===== src/rtl/dbg_link_pkg.sv =====
// rtl/dbg_link_pkg.sv - shared constants and state types for the MU0 debug link
package dbg_link_pkg;

  // First byte of every snapshot frame; the host resynchronises on it.
  localparam logic [7:0] SYNC_BYTE = 8'hA5;
  localparam int         FRAME_LEN = 13;

  // Byte positions inside a frame, shared with the host decoder and receiver.
  localparam logic [3:0] IDX_SYNC     = 4'd0;
  localparam logic [3:0] IDX_IR_HI    = 4'd1;
  localparam logic [3:0] IDX_IR_LO    = 4'd2;
  localparam logic [3:0] IDX_PC_HI    = 4'd3;
  localparam logic [3:0] IDX_PC_LO    = 4'd4;
  localparam logic [3:0] IDX_ACC_HI   = 4'd5;
  localparam logic [3:0] IDX_ACC_LO   = 4'd6;
  localparam logic [3:0] IDX_STATE_HI = 4'd7;
  localparam logic [3:0] IDX_STATE_LO = 4'd8;
  localparam logic [3:0] IDX_ALU_HI   = 4'd9;
  localparam logic [3:0] IDX_ALU_LO   = 4'd10;
  localparam logic [3:0] IDX_ALU_OP   = 4'd11;
  localparam logic [3:0] IDX_CHK      = 4'(FRAME_LEN - 1);

  // Frame sequencer; byte loading is folded into the transitions, so it has no state of its own.
  typedef enum logic [1:0] {
    SEQ_IDLE,
    SEQ_WAIT_BYTE,
    SEQ_FINISH
  } seq_state_e;

  // Byte transmitter line states.
  typedef enum logic [1:0] {
    TX_IDLE,
    TX_START,
    TX_DATA,
    TX_STOP
  } tx_state_e;

endpackage


===== src/rtl/uart_byte_tx.sv =====
// rtl/uart_byte_tx.sv - 8N1 LSB-first byte serialiser with back-to-back restart
module uart_byte_tx #(
  parameter int CLKS_PER_BIT = 234
) (
  input  logic       clk,
  input  logic       resetN,
  input  logic       start,
  input  logic [7:0] data,
  output logic       tx,
  output logic       byteDone,
  output logic       busy
);
  import dbg_link_pkg::*;

  localparam int             CNT_W    = $clog2(CLKS_PER_BIT);
  localparam logic [CNT_W-1:0] CNT_LAST = CNT_W'(CLKS_PER_BIT - 1);

  tx_state_e        state_q, state_d;
  logic [CNT_W-1:0] cnt_q, cnt_d;
  logic [2:0]       bit_q, bit_d;
  logic [7:0]       shift_q, shift_d;
  logic             tx_q, tx_d;
  logic             last;

  assign last     = (cnt_q == CNT_LAST);
  assign byteDone = (state_q == TX_STOP) && last;
  assign busy     = (state_q != TX_IDLE);
  assign tx       = tx_q;

  // Next-state logic; a start seen in the last stop cycle restarts without an idle gap.
  always_comb begin
    state_d = state_q;
    cnt_d   = cnt_q;
    bit_d   = bit_q;
    shift_d = shift_q;
    tx_d    = tx_q;
    if (state_q != TX_IDLE) begin
      cnt_d = last ? '0 : cnt_q + CNT_W'(1);
    end
    case (state_q)
      TX_IDLE: begin
        if (start) begin
          state_d = TX_START;
          shift_d = data;
          cnt_d   = '0;
          tx_d    = 1'b0;
        end
      end
      TX_START: begin
        if (last) begin
          state_d = TX_DATA;
          bit_d   = 3'd0;
          tx_d    = shift_q[0];
        end
      end
      TX_DATA: begin
        if (last) begin
          if (bit_q == 3'd7) begin
            state_d = TX_STOP;
            tx_d    = 1'b1;
          end else begin
            bit_d   = bit_q + 3'd1;
            shift_d = {1'b0, shift_q[7:1]};
            tx_d    = shift_q[1];
          end
        end
      end
      TX_STOP: begin
        if (last) begin
          if (start) begin
            state_d = TX_START;
            shift_d = data;
            tx_d    = 1'b0;
          end else begin
            state_d = TX_IDLE;
            tx_d    = 1'b1;
          end
        end
      end
      default: begin
        state_d = TX_IDLE;
        tx_d    = 1'b1;
      end
    endcase
  end

  // State registers; the line idles high out of reset.
  always_ff @(posedge clk or negedge resetN) begin
    if (!resetN) begin
      state_q <= TX_IDLE;
      cnt_q   <= '0;
      bit_q   <= 3'd0;
      shift_q <= 8'd0;
      tx_q    <= 1'b1;
    end else begin
      state_q <= state_d;
      cnt_q   <= cnt_d;
      bit_q   <= bit_d;
      shift_q <= shift_d;
      tx_q    <= tx_d;
    end
  end

endmodule


===== src/rtl/dbg_snapshot_tx.sv =====
// rtl/dbg_snapshot_tx.sv - latches a debug snapshot and sends it as a 13-byte UART frame
module dbg_snapshot_tx #(
  parameter int         CLKS_PER_BIT = 234,
  parameter logic [7:0] SYNC_BYTE    = 8'hA5
) (
  input  logic        clk,
  input  logic        resetN,
  input  logic        send,
  input  logic [15:0] dbgIr,
  input  logic [15:0] dbgPc,
  input  logic [15:0] dbgAcc,
  input  logic [8:0]  dbgState,
  input  logic [15:0] dbgAluResult,
  input  logic [3:0]  dbgAluOp,
  output logic        uart_tx,
  output logic        busy,
  output logic        done
);
  import dbg_link_pkg::*;

  seq_state_e  seq_q, seq_d;
  logic [3:0]  idx_q, idx_d;
  logic [7:0]  chk_q, chk_d;
  logic [15:0] ir_q, pc_q, acc_q, alu_q;
  logic [8:0]  st_q;
  logic [3:0]  op_q;
  logic        accept;
  logic [3:0]  load_idx;
  logic [7:0]  load_byte;
  logic        tx_start;
  logic        byte_done;
  logic        tx_busy;

  // FINISH accepts like IDLE so that a held send yields frames one cycle apart.
  assign accept   = send && ((seq_q == SEQ_IDLE) || (seq_q == SEQ_FINISH));
  assign load_idx = accept ? IDX_SYNC : idx_q + 4'd1;

  // Byte selected for the transmitter at the moment it is handed over.
  always_comb begin
    load_byte = 8'h00;
    case (load_idx)
      IDX_SYNC:     load_byte = SYNC_BYTE;
      IDX_IR_HI:    load_byte = ir_q[15:8];
      IDX_IR_LO:    load_byte = ir_q[7:0];
      IDX_PC_HI:    load_byte = pc_q[15:8];
      IDX_PC_LO:    load_byte = pc_q[7:0];
      IDX_ACC_HI:   load_byte = acc_q[15:8];
      IDX_ACC_LO:   load_byte = acc_q[7:0];
      IDX_STATE_HI: load_byte = {7'b0, st_q[8]};
      IDX_STATE_LO: load_byte = st_q[7:0];
      IDX_ALU_HI:   load_byte = alu_q[15:8];
      IDX_ALU_LO:   load_byte = alu_q[7:0];
      IDX_ALU_OP:   load_byte = {4'b0, op_q};
      IDX_CHK:      load_byte = chk_q;
      default:      load_byte = 8'h00;
    endcase
  end

  // Sequencer next state; each load happens on the byte_done edge so bytes abut.
  always_comb begin
    seq_d    = seq_q;
    idx_d    = idx_q;
    chk_d    = chk_q;
    tx_start = 1'b0;
    case (seq_q)
      SEQ_IDLE, SEQ_FINISH: begin
        seq_d = SEQ_IDLE;
        if (send) begin
          seq_d    = SEQ_WAIT_BYTE;
          idx_d    = IDX_SYNC;
          chk_d    = 8'h00;
          tx_start = 1'b1;
        end
      end
      SEQ_WAIT_BYTE: begin
        if (byte_done) begin
          if (idx_q < IDX_CHK) begin
            idx_d    = load_idx;
            tx_start = 1'b1;
            if (load_idx != IDX_CHK) begin
              chk_d = chk_q ^ load_byte;
            end
          end else begin
            seq_d = SEQ_FINISH;
          end
        end
      end
      default: seq_d = SEQ_IDLE;
    endcase
  end

  // Sequencer state, byte index and running checksum.
  always_ff @(posedge clk or negedge resetN) begin
    if (!resetN) begin
      seq_q <= SEQ_IDLE;
      idx_q <= 4'd0;
      chk_q <= 8'h00;
    end else begin
      seq_q <= seq_d;
      idx_q <= idx_d;
      chk_q <= chk_d;
    end
  end

  // Snapshot capture on accept; later input changes cannot disturb a frame in flight.
  always_ff @(posedge clk or negedge resetN) begin
    if (!resetN) begin
      ir_q  <= 16'h0;
      pc_q  <= 16'h0;
      acc_q <= 16'h0;
      st_q  <= 9'h0;
      alu_q <= 16'h0;
      op_q  <= 4'h0;
    end else if (accept) begin
      ir_q  <= dbgIr;
      pc_q  <= dbgPc;
      acc_q <= dbgAcc;
      st_q  <= dbgState;
      alu_q <= dbgAluResult;
      op_q  <= dbgAluOp;
    end
  end

  uart_byte_tx #(
    .CLKS_PER_BIT(CLKS_PER_BIT)
  ) u_byte_tx (
    .clk      (clk),
    .resetN   (resetN),
    .start    (tx_start),
    .data     (load_byte),
    .tx       (uart_tx),
    .byteDone (byte_done),
    .busy     (tx_busy)
  );

  assign busy = (seq_q == SEQ_WAIT_BYTE) | tx_busy;
  assign done = (seq_q == SEQ_FINISH);

endmodule


===== config.mk =====
export PLATFORM = sky130hd
export DESIGN_NAME = dbg_snapshot_tx
export DESIGN_NICKNAME = d
export VERILOG_FILES = /design/src/rtl/dbg_link_pkg.sv /design/src/rtl/uart_byte_tx.sv /design/src/rtl/dbg_snapshot_tx.sv
export SDC_FILE = /design/constraint.sdc
export NUM_CORES = 1
export LEC_CHECK = 0
export CAP_MARGIN = 20
export CORE_MARGIN = 10
export CORE_UTILIZATION = 50
export DETAILED_ROUTE_END_ITERATION = 10
export GPL_TIMING_DRIVEN = 0
export HOLD_SLACK_MARGIN = 0.03
export PLACE_DENSITY_LB_ADDON = 0.08
export SLEW_MARGIN = 20
export SYNTH_ARGS = -nofsm -noshare
export SYNTH_HDL_FRONTEND = slang
export SYNTH_HIERARCHICAL = 1
export SYNTH_SLANG_ARGS = --single-unit

===== constraint.sdc =====
create_clock -name clk -period 2.4 [get_ports clk]
set_input_delay 0.36 -clock clk [delete_from_list [all_inputs] [get_ports clk]]
set_output_delay 0.36 -clock clk [all_outputs]
set_load 0.01 [all_outputs]

Yosys cells after proc, flatten, opt, wreduce, memory -nomap -nowiden. Index checks and enable logic that the tools add are counted.

Register bits: 113. Input bits: 80. Word-level logic and storage cells: 115.

Add/subtract/negate cells: 3. $lt $le $gt $ge: 1. Equality and inequality tests: 31. Muxes and demuxes: 46. Bitwise gates (word level): 2. Reductions and logical operators: 18.

Operators with widths (count): one-hot mux 8 bit (13 select lines) (1); 2-to-1 mux 8 bit (12); one-hot mux 8 bit (3 select lines) (1); equality test 4 bit (second input constant) (5); equality test 4 x 3 -> 1 bit (second input constant) (4); 2-to-1 mux 4 bit (4); one-hot mux 8 bit (2 select lines) (1); AND reduction 4 bit (4); 2-to-1 mux 2 bit (7); != test 2 bit (second input constant) (7); 2-to-1 mux 1 bit (11); AND reduction 5 bit (2); 2-to-1 mux 3 bit (3); adder 8 x 1 -> 8 bit (second input constant) (1); equality test 4 x 2 -> 1 bit (second input constant) (2); equality test 8 bit (second input constant) (1); != test 2 x 1 -> 1 bit (second input constant) (4); one-hot mux 2 bit (4 select lines) (1); one-hot mux 4 bit (2 select lines) (1); bitwise XOR 8 bit (1); equality test 2 bit (second input constant) (3); one-hot mux 3 bit (2 select lines) (1); nonzero test 2 bit (3); adder 4 x 1 -> 4 bit (second input constant) (1); 17 further kinds (20).

Logic depth before layout (Yosys ltp). Gate-level depths: netlist of the first run.

Word-level depth: 11. Gate-level depth with buffers: 13. Depth with buffers taken out: 12.

Modules after synthesis. Netlist of the first run, hierarchy kept.

Modules (own cells, without submodules): dbg_snapshot_tx (times used 1, cells each 545, area an instance 4625.7 µm²); uart_byte_tx (times used 1, cells each 123, area an instance 1330.0 µm²).

Worst setup path before layout of the first run. No wires, ideal clock.

Kind: reg-to-reg. Start point: reg idx_q[1]. End point: reg u_byte_tx.shift_q[6]. Data arrival time: 2.466 ns. Required time: 2.275 ns. Setup slack: -0.191 ns. Stages on the path, launching flop included: 10. Path buffers: 2. Period minus slack after synthesis: 2.591 ns. Path through: dfrtp_1 -> ha_1 -> buf_4 -> buf_4 -> mux2_2 -> a32oi_1 -> o2bb2ai_1 -> or3_1 -> mux2_2 -> mux2_2.

Longest elaborated chain between the ends: 7. Elaborated cells on any way between the ends: 23. Classes of those cells: add/sub: 1; order compare: 1; eq/ne: 12; mux: 8; reduce/logical: 1.

Ends and longest elaborated chain: start: declaration (RTL line dbg_snapshot_tx.sv:22) `logic [3:0] idx_q, idx_d;`; start signal: assignment (RTL line dbg_snapshot_tx.sv:100) `idx_q <= idx_d;`; adder 4 x 1 -> 4 bit (*) (RTL line dbg_snapshot_tx.sv:36) `assign load_idx = accept ? IDX_SYNC : idx_q + 4'd1;`; 2-to-1 mux 4 bit (*) (RTL line dbg_snapshot_tx.sv:36); equality test 4 bit, or another cell as far along (RTL line dbg_snapshot_tx.sv:41) `case (load_idx)`; one-hot mux 8 bit (13 select lines) (*) (RTL line dbg_snapshot_tx.sv:41); via load_byte[6] (RTL line dbg_snapshot_tx.sv:29) `logic [7:0] load_byte;`; 2-to-1 mux 8 bit (*) (RTL line uart_byte_tx.sv:42, uart_byte_tx.sv:70); 2-to-1 mux 8 bit (RTL line uart_byte_tx.sv:69) `if (last) begin`; one-hot mux 8 bit (3 select lines) (*) (RTL line uart_byte_tx.sv:40) `case (state_q)`; end signal: assignment (RTL line uart_byte_tx.sv:99) `shift_q <= shift_d;`; end: declaration (RTL line uart_byte_tx.sv:21) `logic [7:0] shift_q, shift_d;`.

Mark *: on every way through the listed nets, which the timed path passes. The rest lies on a longest branch. The select of a mux whose other input is x is not followed. A chain may end at the register's enable or synchronous reset.

Final worst setup path of the first run.
Start point: reg idx_q[0]. End point: reg u_byte_tx.shift_q[6].

Same word-level chain as after synthesis.

==> results.toml, run 1 <==
[yosys]
async_flop_share = 1.000
syn_inst = 668
syn_area_um2 = 5956
ys_seq_area_frac = 0.4750
synth_edf_count = 0
synth_seq_cells = 113
avgSynthCellArea_um2 = 8.916
ys_types = 70
yosysWarnings = 6
synthFlopType = "dfrtp_1"
synth_fp_nets = 757

[layout]
stdcell_count = 941
drive_gt1_frac = 0.1992
final_common_cell = "nand2_1"
mostFrequentLayoutCells = "nand2_1 (273), dfrtp_1 (111), clkdlybuf4s50_1 (81), buf_4 (18), clkbuf_16 (17)"
syn2layout_area_growth_pct = 35.59
nets = 874
diodes = 0

[die]
dieHeight_um = 129.1
die-area_um2 = 16680
pin_count = 83
initial_core_util = 0.5150
die-width_um = 129.1
rows = 39
core_um2 = 11560

[place]
post-place-ws_ps = -549.0
hpwl_mm = 12.97
portBuffers = 82
gp_congestion = 0.9090
dp.cells = 894

[drt]
wl_per_cell_um = 18.81
drc = 0
drtPass1Iterations = 4
wirelength_mm = 17.70
viasPerCell = 5.477
num_vias = 5154
antenna_left = 0
drt-initial-drc-count = 309

[clocking]
tritoncts = "done"
htreeDepth = 4
cts_buffers = 17
cts-root-buf = "clkbuf_16"
worstSkewPairLatency_ps = 420
clk_pin_slew_ps = 50
clockBufferDepth = 2
cts.sinks = 113

[critical_path]
worst_ep_arrival_time_ps = 2890
cp_max_fo = 7
critical_path_buf_inv_count = 2
max_stage_delay_ps = 430
worstSetupEndpointType = "flop"
worstSetupPathType = "reg -> reg"
crit_family = "multiplexers"
cp.required_ps = 2710
cpMaxStageDelayCell = "dfrtp_1"
startpoint_type = "flop"
crit_chain = "ha_4 -> buf_12 -> buf_12 -> mux2_4 -> a32oi_2 -> o2bb2ai_2 -> or3_1 -> mux2_2 -> mux2_2"

[pwr]
peakVddDrop_uv = 550.6
p_leak_uw = 0.003919
power.density_nw_per_um2 = 627.5
power_uw = 5067

[timing]
worst_hold_slack_ps = 460.6
finalHoldViolations = 0
slew_viol_final = 0
fmax_mhz = 387.4
relSlewSlack = 0.6455
tightestPinTransition_ps = 531.8
finClkSkew_ps = 7.363
setup_viol = 7
period_share = 1.076
grt_setup_unrepaired = "yes"
timing.final.crit_period_ps = 2581
final.setup.worst_slack_ps = -181.3

[global_routing]
grt_max_degree = 59
grt_antenna_before_repair = 0
grt_pass1_vias = 5311
grtUsageTotal = 0.2157
globalRoute.totalOverflow = 0
grt_pass1_wl_mm = 27.94

[worst_hold_path]
hold_class = "in -> async"

[status]
violations = "setup timing"
outcome = "complete, but fails checks"

[flow_run]
cap_violations = 0
## stage by stage
stage / setup TNS [ps] / cell area, um2 / util
after detailed placement: -10600 / 7033 / 0.6081
after floorplan: -51.36 / 6005 / -
after global routing: -1524 / 8075 / 0.6983
after global placement: -384070 / 7004 / 0.6056
final: -755.8 / 8075 / 0.6983
after CTS: -961.6 / 7881 / 0.6815
## final timing paths
kind	from	to	slack (ps)	cells past startpoint
max	idx_q[0]$_DFFE_PN0P_	u_byte_tx/shift_q[6]$_DFFE_PN0P_	-180	9
min	resetN	u_byte_tx/cnt_q[1]$_DFF_PN0_	460	2
max reg2reg	idx_q[0]$_DFFE_PN0P_	u_byte_tx/shift_q[6]$_DFFE_PN0P_	-180	9
min reg2reg	alu_q[10]$_DFFE_PN0P_	alu_q[10]$_DFFE_PN0P_	460	2
max in group asynchronous	resetN	u_byte_tx/tx$_DFFE_PN1P_	1220	3
min in group clk	alu_q[10]$_DFFE_PN0P_	alu_q[10]$_DFFE_PN0P_	460	2
## synth_stat cells, types with 5 or more instances
master	instances	area, um2
inv_1	8	30.03
nor3_1	5	25.02
buf_4	5	37.54
nand2_1	274	1028
mux2i_1	13	130.1
buf_2	19	95.09
a31oi_1	5	31.28
a21o_1	5	37.54
clkbuf_1	9	33.78
ha_1	9	112.6
nor2b_1	8	50.05
nand4_1	6	37.54
mux2_2	27	304.0
nor2_1	18	67.56
dfrtp_1	112	2803
nand3_1	17	85.08
a21oi_1	14	70.07
nand2b_1	7	43.79
a22o_1	7	61.31
a32oi_1	5	43.79
o21ai_0	17	85.08
## kinds of logic (layout without fill, tap and decap cells)
kind of cell,after synthesis,in the layout,share of synthesized area
buf+inv,47,177,0.03928
xor+xnor,7,7,0.01723
simple gates,364,364,0.2651
compound gates,86,86,0.1059
fa+ha+maj,9,9,0.01891
flops,113,113,0.4750
mux,42,42,0.07857
## state kept, by name (all words and copies together) (netlist names), 8 cells and up
name               cells
acc_q                 16
alu_q                 16
chk_q                  8
ir_q                  16
pc_q                  16
st_q                   9
u_byte_tx/cnt_q        8
u_byte_tx/shift_q      8
## metal layers
metal	global-route usage	share of wire
met1	0.2619	0.44
met2	0.3566	0.49
met3	0.05343	0.049
met4	0.09699	0.029
met5	0	0
## area by class of cell
cell class              count  area, um2
fillers                   930       3490
multi-input cells         508       3169
flip-flops and latches    113       2830
repair buffers            101      998.5
clock buffers              22      464.2
plain buffers              36      246.5
well taps                 143      178.9
clock inverters            10      157.7
inverters                   8      30.03
## where the power goes
part	leakage [uW]	total [uW]	internal (uW)	switching (uW)
Sequential	0.00146	2030	1980	50.8
Combinational	0.00217	367	203	164
Clock	0.000296	2670	1780	887
## timing repair
item	4_1_cts	5_1_grt
setup endpoints to repair	22	20
endpoints found under the hold margin	55	0
resized for setup	35	42
pin swaps	5	17
gates cloned	1	0
hold buffers	1	0
setup buffers	9	9
Power figures use the tool's default switching activity.
==> inputs of run 2 (changes only) <==
Settings changed: CAP_MARGIN 20 to default, CORE_MARGIN 10 to 2.
==> results.toml, run 2 (synthesized netlist as in run 1, its figures left out) <==
[status]
outcome = "complete, but fails checks"
violations = "setup timing"

[place]
portBuffers = 82
hpwl_mm = 12.38
gp_congestion = 0.9294
dp.cells = 894

[die]
die-area_um2 = 12800
rows = 39
dieHeight_um = 113.1
die-width_um = 113.1
pin_count = 83
initial_core_util = 0.5172
core_um2 = 11520

[layout]
syn2layout_area_growth_pct = 36.97
final_common_cell = "nand2_1"
drive_gt1_frac = 0.2075
mostFrequentLayoutCells = "nand2_1 (273), dfrtp_1 (111), clkdlybuf4s50_1 (81), buf_4 (32), mux2_2 (18)"
stdcell_count = 948
fill_cells = 916
diodes = 0
nets = 885

[drt]
viasPerCell = 5.641
wl_per_cell_um = 18.50
drt-initial-drc-count = 461
wirelength_mm = 17.54
drc = 0
antenna_left = 0
drtPass1Iterations = 5
num_vias = 5348

[global_routing]
globalRoute.totalOverflow = 0
grt_max_degree = 63
grtUsageTotal = 0.2877
grt_pass1_vias = 5476
grt_pass1_wl_mm = 28.26
grt_antenna_before_repair = 0

[clocking]
clk_pin_slew_ps = 50
clockBufferDepth = 2
worstSkewPairLatency_ps = 420
cts-root-buf = "clkbuf_16"
cts_buffers = 17
htreeDepth = 4
tritoncts = "done"
cts.sinks = 113

[pwr]
peakVddDrop_uv = 468.2
power.density_nw_per_um2 = 604.6
p_leak_uw = 0.003963

[timing]
setup_viol = 8
fin_tns_setup_ps = -775.1
fmax_mhz = 391.5
timing.final.crit_period_ps = 2554
relSlewSlack = 0.6375
slew_viol_final = 0
finalHoldViolations = 0
period_share = 1.064
finClkSkew_ps = 6.820
tightestPinTransition_ps = 543.7
grt_setup_unrepaired = "yes"
final.setup.worst_slack_ps = -154.5

[critical_path]
cp_max_fo = 7
r2r_cells = 9
worstSetupEndpointType = "flop"
worst_ep_arrival_time_ps = 2860
worstSetupPathType = "reg -> reg"
cp.required_ps = 2700
startpoint_type = "flop"

[worst_hold_path]
hold_class = "in -> async"

[flow_run]
cap_violations = 0
-- run 2: what timing repair did --
| action | in CTS | in global routing |
|---|---|---|
| buffers inserted | 15 | 12 |
| hold buffers | 1 | 0 |
| gates cloned | 1 | 0 |
| endpoints found under the setup margin | 21 | 18 |
| endpoints found under the hold margin | 50 | 0 |
| gates resized for setup | 28 | 51 |
| pin swaps | 8 | 19 |
-- run 2: worst paths after layout --
kind / from / endpoint / slack (ps)
max: idx_q[0]$_DFFE_PN0P_ / u_byte_tx/shift_q[6]$_DFFE_PN0P_ / -150
min: resetN / u_byte_tx/cnt_q[0]$_DFF_PN0_ / 460
max reg2reg: idx_q[0]$_DFFE_PN0P_ / u_byte_tx/shift_q[6]$_DFFE_PN0P_ / -150
min reg2reg: alu_q[10]$_DFFE_PN0P_ / alu_q[10]$_DFFE_PN0P_ / 460
max in group asynchronous: resetN / ir_q[6]$_DFFE_PN0P_ / 1270
min in group clk: alu_q[10]$_DFFE_PN0P_ / alu_q[10]$_DFFE_PN0P_ / 460
-- run 2: report_power, final --
group | switching, uW | internal [uW]
Combinational | 172 | 212
Sequential | 51.9 | 1980
Clock | 837 | 1680
Total | 1060 | 3870
-- run 2: stage by stage --
stage               power (uW)  hold WS, ps  worst slack, ps    util  cell area (um2)
global placement          2393        448.5            -3786  0.6082             7004
floorplan                 2169        64.41           -31.63       -             6005
global route              5079        479.2           -211.8  0.7084             8158
CTS                       4936        457.3           -176.5  0.6836             7873
finish                    4932        455.9           -154.5  0.7084             8158
detailed placement        2405        346.6           -570.3  0.6107             7033
-- run 2: area by class of cell --
| class | count | area [um2] | area share |
|---|---|---|---|
| inverter | 8 | 30.03 | 0.003681 |
| timing repair buffer | 111 | 1075 | 0.1317 |
| buffer | 37 | 262.8 | 0.03221 |
| clock buffer | 21 | 470.5 | 0.05767 |
| clock inverter | 7 | 110.1 | 0.01350 |
| tap | 143 | 178.9 | 0.02193 |
| multi-input combinational | 508 | 3201 | 0.3923 |
| sequential | 113 | 2830 | 0.3469 |
-- run 2: critical path, stage by stage, from the launching register on --
cell and delay (ps):
dfrtp_1 420, ha_4 350, buf_12 140, buf_12 120, mux2_4 310, a32oi_2 170
o2bb2ai_2 90, or3_1 330, mux2_2 260, mux2_2 250
-- run 2: layer usage --
layer / share of wire / vias up / GRT usage / wire (um)
met5: 0 / - / 0 / 0
met4: 0.019 / 0 / 0.09593 / 334
met3: 0.050 / 28 / 0.06160 / 876
met2: 0.51 / 165 / 0.4930 / 8918
met1: 0.42 / 2646 / 0.3635 / 7411
li1: - / 2509 / - / -
